[config.mk]
export PLATFORM = sky130hd
export DESIGN_NAME = jb_oran_lphy_stat_cnt_flat
export DESIGN_NICKNAME = d
export VERILOG_FILES = /design/src/rtl/jb_oran_lphy_stat_cnt_if.sv /design/src/rtl/jb_oran_lphy_stat_cnt.sv /design/src/flat_wrapper.sv
export SDC_FILE = /design/constraint.sdc
export NUM_CORES = 2
export LEC_CHECK = 0
export CORE_UTILIZATION = 34
export DETAILED_ROUTE_END_ITERATION = 6
export MAX_ROUTING_LAYER = met4
export PLACE_DENSITY = 0.62
export SLEW_MARGIN = 20
export SYNTH_ARGS = -nofsm -noshare
export SYNTH_HDL_FRONTEND = slang
export SYNTH_SLANG_ARGS = --single-unit
[constraint.sdc]
create_clock -name clk -period 178.7 [get_ports clk]
set_input_delay 35.74 -clock clk [delete_from_list [all_inputs] [get_ports clk]]
set_output_delay 35.74 -clock clk [all_outputs]
set_load 0.005 [all_outputs]
[src/rtl/jb_oran_lphy_stat_cnt_if.sv]
// rtl/jb_oran_lphy_stat_cnt_if.sv - event/snapshot/sticky bus between the ORAN parser and the statistics counter bank
interface jb_oran_lphy_stat_cnt_if #(
   parameter int NUM_CNT  = 25,
   parameter int CNT_W    = 32,
   parameter int STICKY_W = 57
);
   logic [NUM_CNT-1:0]       evt_i;
   logic                     evt_en_i;
   logic                     snap_req_i;
   logic                     snap_done_o;
   logic [NUM_CNT*CNT_W-1:0] cnt_o;
   logic [STICKY_W-1:0]      sticky_i;
   logic [STICKY_W-1:0]      sticky_clr_i;
   logic [STICKY_W-1:0]      sticky_o;
   logic [NUM_CNT-1:0]       ovf_o;

   modport master (
      output evt_i, evt_en_i, snap_req_i, sticky_i, sticky_clr_i,
      input  snap_done_o, cnt_o, sticky_o, ovf_o
   );

   modport slave (
      input  evt_i, evt_en_i, snap_req_i, sticky_i, sticky_clr_i,
      output snap_done_o, cnt_o, sticky_o, ovf_o
   );
endinterface

[src/rtl/jb_oran_lphy_stat_cnt.sv]
// rtl/jb_oran_lphy_stat_cnt.sv - ORAN LPHY statistics counter bank with coherent snapshot and sticky flags
// Define JB_ORAN_LPHY_STAT_CNT_SAT_EN for saturating counters; the default build wraps.
module jb_oran_lphy_stat_cnt #(
   parameter int NUM_CNT     = 25,
   parameter int CNT_W       = 32,
   parameter int STICKY_W    = 57,
   parameter int CLR_ON_SNAP = 1
) (
   input logic                   clk,
   input logic                   rst,
   jb_oran_lphy_stat_cnt_if.slave bus
);

   localparam logic [CNT_W-1:0] CNT_MAX = '1;

   logic [NUM_CNT-1:0]  inc;
   logic [NUM_CNT-1:0]  ovf;
   logic [STICKY_W-1:0] sticky;
   logic                snap_done;

   assign inc = bus.evt_en_i ? bus.evt_i : '0;

   for (genvar k = 0; k < NUM_CNT; k++) begin : g_cnt
      logic [CNT_W-1:0] live_r;
      logic [CNT_W-1:0] shadow_r;
      logic [CNT_W-1:0] live_nxt;
      logic [CNT_W-1:0] inc_term;
      logic             at_max;
      logic             ovf_r;

      assign at_max   = (live_r == CNT_MAX);
      assign inc_term = {{(CNT_W-1){1'b0}}, inc[k]};
`ifdef JB_ORAN_LPHY_STAT_CNT_SAT_EN
      assign live_nxt = (inc[k] && !at_max) ? live_r + 1'b1 : live_r;
`else
      assign live_nxt = live_r + inc_term;
`endif

      // On a clearing snapshot the live counter restarts from this cycle's event, so nothing is lost.
      always_ff @(posedge clk or posedge rst) begin
         if (rst) begin
            live_r   <= '0;
            shadow_r <= '0;
            ovf_r    <= 1'b0;
         end else if (bus.snap_req_i && (CLR_ON_SNAP != 0)) begin
            shadow_r <= live_r;
            live_r   <= inc_term;
            ovf_r    <= 1'b0;
         end else begin
            if (bus.snap_req_i) begin
               shadow_r <= live_r;
            end
            live_r <= live_nxt;
            ovf_r  <= ovf_r | (inc[k] & at_max);
         end
      end

      assign ovf[k]                      = ovf_r;
      assign bus.cnt_o[k*CNT_W +: CNT_W] = shadow_r;
   end

   // Set dominates clear so a flag raised in the clearing cycle survives.
   always_ff @(posedge clk or posedge rst) begin
      if (rst) begin
         sticky    <= '0;
         snap_done <= 1'b0;
      end else begin
         sticky    <= (sticky & ~bus.sticky_clr_i) | bus.sticky_i;
         snap_done <= bus.snap_req_i;
      end
   end

   assign bus.sticky_o    = sticky;
   assign bus.snap_done_o = snap_done;
   assign bus.ovf_o       = ovf;

endmodule

[src/flat_wrapper.sv]
// flat-port wrapper written by rule: the top's interface ports become plain ports
module jb_oran_lphy_stat_cnt_flat 
#(
   parameter int NUM_CNT     = 25,
   parameter int CNT_W       = 32,
   parameter int STICKY_W    = 57,
   parameter int CLR_ON_SNAP = 1
)
  (clk, rst, bus_evt_i, bus_evt_en_i, bus_snap_req_i, bus_sticky_i, bus_sticky_clr_i, bus_snap_done_o, bus_cnt_o, bus_sticky_o, bus_ovf_o);
  jb_oran_lphy_stat_cnt_if #(.NUM_CNT(NUM_CNT), .CNT_W(CNT_W), .STICKY_W(STICKY_W)) bus_i ();
  input logic clk;
  input logic rst;
  input wire logic [$bits(bus_i.evt_i)-1:0] bus_evt_i;
  input wire logic [$bits(bus_i.evt_en_i)-1:0] bus_evt_en_i;
  input wire logic [$bits(bus_i.snap_req_i)-1:0] bus_snap_req_i;
  input wire logic [$bits(bus_i.sticky_i)-1:0] bus_sticky_i;
  input wire logic [$bits(bus_i.sticky_clr_i)-1:0] bus_sticky_clr_i;
  output wire logic [$bits(bus_i.snap_done_o)-1:0] bus_snap_done_o;
  output wire logic [$bits(bus_i.cnt_o)-1:0] bus_cnt_o;
  output wire logic [$bits(bus_i.sticky_o)-1:0] bus_sticky_o;
  output wire logic [$bits(bus_i.ovf_o)-1:0] bus_ovf_o;
  assign bus_i.evt_i = bus_evt_i;
  assign bus_i.evt_en_i = bus_evt_en_i;
  assign bus_i.snap_req_i = bus_snap_req_i;
  assign bus_i.sticky_i = bus_sticky_i;
  assign bus_i.sticky_clr_i = bus_sticky_clr_i;
  assign bus_snap_done_o = bus_i.snap_done_o;
  assign bus_cnt_o = bus_i.cnt_o;
  assign bus_sticky_o = bus_i.sticky_o;
  assign bus_ovf_o = bus_i.ovf_o;
  jb_oran_lphy_stat_cnt #(.NUM_CNT(NUM_CNT), .CNT_W(CNT_W), .STICKY_W(STICKY_W), .CLR_ON_SNAP(CLR_ON_SNAP)) u_core (.clk(clk), .rst(rst), .bus(bus_i));
endmodule
## Yosys cells after proc, flatten, opt, wreduce, memory -nomap -nowiden

Index checks and enable logic that the tools add are counted.

| operators by class | value |
|---|---|
| $add $sub $neg | 25 |
| equality and inequality tests | 25 |
| bitwise gates (word level) | 53 |
| mux-type cells | 51 |

Operators by type and width:

| kind | count |
|---|---|
| $add A32 B1 Y32 | 25 |
| $eq A32 B32 Y1 const B | 25 |
| $mux W32 | 25 |
| $and A57 B57 Y57 | 1 |
| $not A57 Y57 | 1 |
| $or A57 B57 Y57 | 1 |
| $and A1 B1 Y1 | 25 |
| $mux W1 | 25 |
| $mux W25 | 1 |
| $or A1 B1 Y1 | 25 |

| storage, ports and cells | value |
|---|---|
| input port bits | 143 |
| register bits after elaboration | 1683 |
| output and inout port bits | 883 |

## Longest topological paths before layout

| depth | value |
|---|---|
| depth after elaboration | 4 |
| depth in mapped cells | 11 |

## Least setup slack after synthesis

No wires, ideal clock.

| timing path | value |
|---|---|
| kind | input port to flip-flop |
| from | input bus_evt_en_i |
| to | register u_core.g_cnt[3].live_r[20] |
| arrival | 38057 ps |
| required time | 178575 ps |
| slack | 140517 ps |
| cell stages on the path | 9 |
| cell sequence | clkbuf_1 -> clkbuf_1 -> and2_1 -> ha_1 -> nand2_1 -> or4_1 -> buf_2 -> or4_4 -> mux2_4 |

| between the ends | value |
|---|---|
| word-level cells in the longest chain between the ends | 3 |

RTL lines:

| item | line | source |
|---|---|---|
| from (decl) | flat_wrapper.sv:14 | `input wire logic [$bits(bus_i.evt_en_i)-1:0] bus_evt_en_i;` |
| $mux W25 | jb_oran_lphy_stat_cnt.sv:21 | `assign inc = bus.evt_en_i ? bus.evt_i : '0;` |
| $add A32 B1 Y32 | jb_oran_lphy_stat_cnt.sv:36 | `assign live_nxt = live_r + inc_term;` |
| $mux W32 | jb_oran_lphy_stat_cnt.sv:45 | `end else if (bus.snap_req_i && (CLR_ON_SNAP != 0)) begin` |
| to (signal assigned) | jb_oran_lphy_stat_cnt.sv:47 | `live_r <= inc_term;` |
| to (signal assigned) | jb_oran_lphy_stat_cnt.sv:53 | `live_r <= live_nxt;` |
| to (decl) | jb_oran_lphy_stat_cnt.sv:24 | `logic [CNT_W-1:0] live_r;` |

No other way between the ends.
A chain may end at the register's enable or synchronous reset.

==> run_results.csv <==
group,metric,value,unit
routing,ant_nets,0,
clock_tree,clkTransAtPathRegs,0.06,ns
timing,finalHoldViolCount,0,
clock_tree,cts_sinks,1683,
routing,wl,215,mm
global_route,antenna_found_initial,6,
worst_setup_path,worstPathMaxFanout,158,
clock_tree,root_buffer,"clkbuf_16",
clock_tree,cts_resized,0,
finish,final_common_cell,"dfrtp_1",
yosys,synth.net_count,6656,
clock_tree,h-tree-depth,4,
floorplan,initial_core_util,34.4,%
worst_setup_path,setup.worst_path.start_class,"input pin",
flow_run,cap_violations,0,
floorplan,die_area,0.222,mm²
placed_design,dpl.hpwl,151,mm
yosys,synth_edf_count,0,
floorplan,core,0.218,mm²
clock_tree,postCtsHoldBufs,0,
worst_setup_path,crit_path_top_delay_cell,"buf_4",
hold_path,hold_class,"register to register",
timing,worst_slew_margin_rel,22.9,%
clock_tree,clkLatencyLatePin,0.83,ns
placed_design,portBuffers,1025,
worst_setup_path,cpMostUsedCell,"buf_4",
clock_tree,cts_setup_buffers,0,
finish,final_cell_mix,"dfrtp_1, clkdlybuf4s50_1, mux2_2",
routing,vias,55800,
timing,fmax,24.5,MHz
power,power,813,µW
finish,fin_nets,7523,
yosys,synth_top_cells_by_area,"dfrtp_1, mux2_2, or4_1, o31ai_1, a21oi_1",
yosys,yosys_warnings,0,
worst_setup_path,cp.required,179.56,ns
power,power_density,8.65,mW/mm²
timing,worstMarginPinSlew,1.16,ns
timing,finalSetupViolCount,0,
power,vdd_drop_max,0.0100,mV
clock_tree,cts_buffer_depth,3,
global_route,grt_pass1_vias,54100,
yosys,syn_area,0.0749,mm²
routing,drt_iter0_markers,4353,
routing,vias_per_cell,5.39,
routing,dr.pass1.iters,5,
timing,finalCriticalPeriod,40.77,ns
placed_design,gp_congestion,0.855,
routing,avgRoutedWirePerCell,20.7,µm
finish,area_growth,25.4,%
yosys,async_reset_ff_share,100,%
global_route,overflow,0,
clock_tree,cts_tree,"done",
yosys,ys_seq_area_share,56.2,%
timing,rsz0062_at_grt,"false",
worst_setup_path,worstPathCellList,"clkdlybuf4s50_1 -> inv_8 -> buf_12 -> buf_4 -> buf_4 -> buf_4 -> buf_4 -> buf_6",
floorplan,die_width,471,µm
global_route,grt_pass1_wl,333,mm
power,p_leak,0.0399,µW
worst_setup_path,max_stage_delay,0.83,ns
yosys,synth_top_area_share,56.2,%
worst_setup_path,crit_type,"input pin to async pin",
finish,drive_gt1_share,16.6,%
worst_setup_path,arrival,41.63,ns
timing,setup_tns,0,ns
clock_tree,numCtsBuffers,186,
worst_setup_path,cp-end-kind,"async pin",
routing,drc,0,
timing,hold_ws,0.473,ns
global_route,grt_max_degree,209,
yosys,yosysTopAreaCell,"dfrtp_1",
global_route,grt_usage,19.5,%
floorplan,rows,171,
timing,fin_crit_sh,22.8,%
yosys,synth_seq_cells,1683,
floorplan,io_pins,1026,
yosys,syn-instance-count,6463,
floorplan,die_y,471,µm
yosys,ys_types,50,
timing,drv_slew,0,
yosys,synth_flop_cell,"dfrtp_1",
yosys,syn_avg_cell_area,11.6,µm²
timing,finClkSkew,0.0292,ns
run_status,outcome,"complete, no violations",
-- per-layer routing --
layer / track usage [%] / share of wire (%)
met1: 25.2 / 43
met5: - / 0
met4: 5.97 / 2.6
met3: 4.95 / 7.0
met2: 30.1 / 47
-- metrics by stage --
step,setup slack [ns],util (%),instances,area [µm²]
after global routing,137.04,43.1,10300,93900
final,137.93,43.1,10300,93900
after CTS,137.40,43.0,10300,93800
after floorplan,95.46,-,6463,74900
after detailed placement,136.49,40.2,9994,87600
after global placement,136.63,40.2,9994,87600
-- worst paths after layout --
check | slack, ns | cells after the start | startpoint | endpoint
worst max-delay path | 137.93 | 8 | rst | u_core.bus.sticky_o[36]
worst min-delay path | 0.47 | 1 | u_core.bus.sticky_o[27] | u_core.bus.sticky_o[27]
worst max register to register | 175.95 | 5 | u_core.g_cnt[5].live_r[0] | u_core.g_cnt[5].live_r[23]
worst min register to register | 0.47 | 1 | u_core.bus.sticky_o[27] | u_core.bus.sticky_o[27]
max in group clk | 138.48 | 7 | bus_snap_req_i | u_core.g_cnt[1].shadow_r[25]
min in group asynchronous | 35.42 | 2 | rst | u_core.bus.sticky_o[27]
-- power breakdown --
| group | switching, µW | internal [µW] | total, µW |
|---|---|---|---|
| Combinational | 20.3 | 14.3 | 34.6 |
| Sequential | 3.50 | 385 | 388 |
| Clock | 161 | 229 | 390 |
| Total | 184 | 628 | 813 |
-- worst max-delay path: cells and delay by family --
family	cells	cell delay, ns
buf+inv	8	5.48
-- synth_stat cells (5+ instances only) --
library cell  count
buf_2            17
nand2_1         280
nand4_1         271
o31a_1            8
nand3_1         257
o2bb2ai_1         5
nor4b_1           5
a21oi_1         433
or4_1           331
nor4_1           81
o41ai_1          10
nor2_1          343
xor2_1          186
o31ai_1         297
nor2b_1          48
a21o_1           61
ha_1             50
buf_1             6
mux2_2          873
nor3_1           28
clkbuf_1        335
nand4b_1          5
or3_1           132
and4_1          119
o21ai_0         126
o21a_1           19
inv_1           159
and2_1           66
dfrtp_1        1683
and3_1           64
xnor2_1          91
or2_2            12
a22o_1            7
buf_4            25
-- registers in the layout, summed over array words and instances, names as in the netlist --
| name | flops |
|---|---|
| u_core.g_cnt.shadow_r | 800 |
| u_core.g_cnt.live_r | 800 |
| u_core.bus.sticky_o | 57 |
| u_core.bus.snap_done_o | 1 |
| u_core.g_cnt.ovf_r | 25 |
-- final cells by class --
class | instances | area, µm²
well taps | 2854 | 3570
clock inverters | 54 | 589
multi-input cells | 4234 | 30600
repair buffers | 1065 | 10700
diodes | 8 | 20.0
fillers | 20000 | 124000
flip-flops and latches | 1683 | 42100
clock buffers | 285 | 5680
inverters | 160 | 611
-- logic make-up (layout without fill, tap and decap cells) --
group / after synthesis / count (layout) / share of synthesized area, %
other cells: 0 / 8 / 0
xor+xnor: 277 / 277 / 3.24
flops: 1683 / 1683 / 56.2
buf+inv: 546 / 1564 / 2.89
simple gates: 2056 / 2056 / 15.7
mux: 874 / 874 / 13.1
fa+ha+maj: 50 / 50 / 0.835
compound gates: 977 / 977 / 7.99
Power figures use the tool's default switching activity.
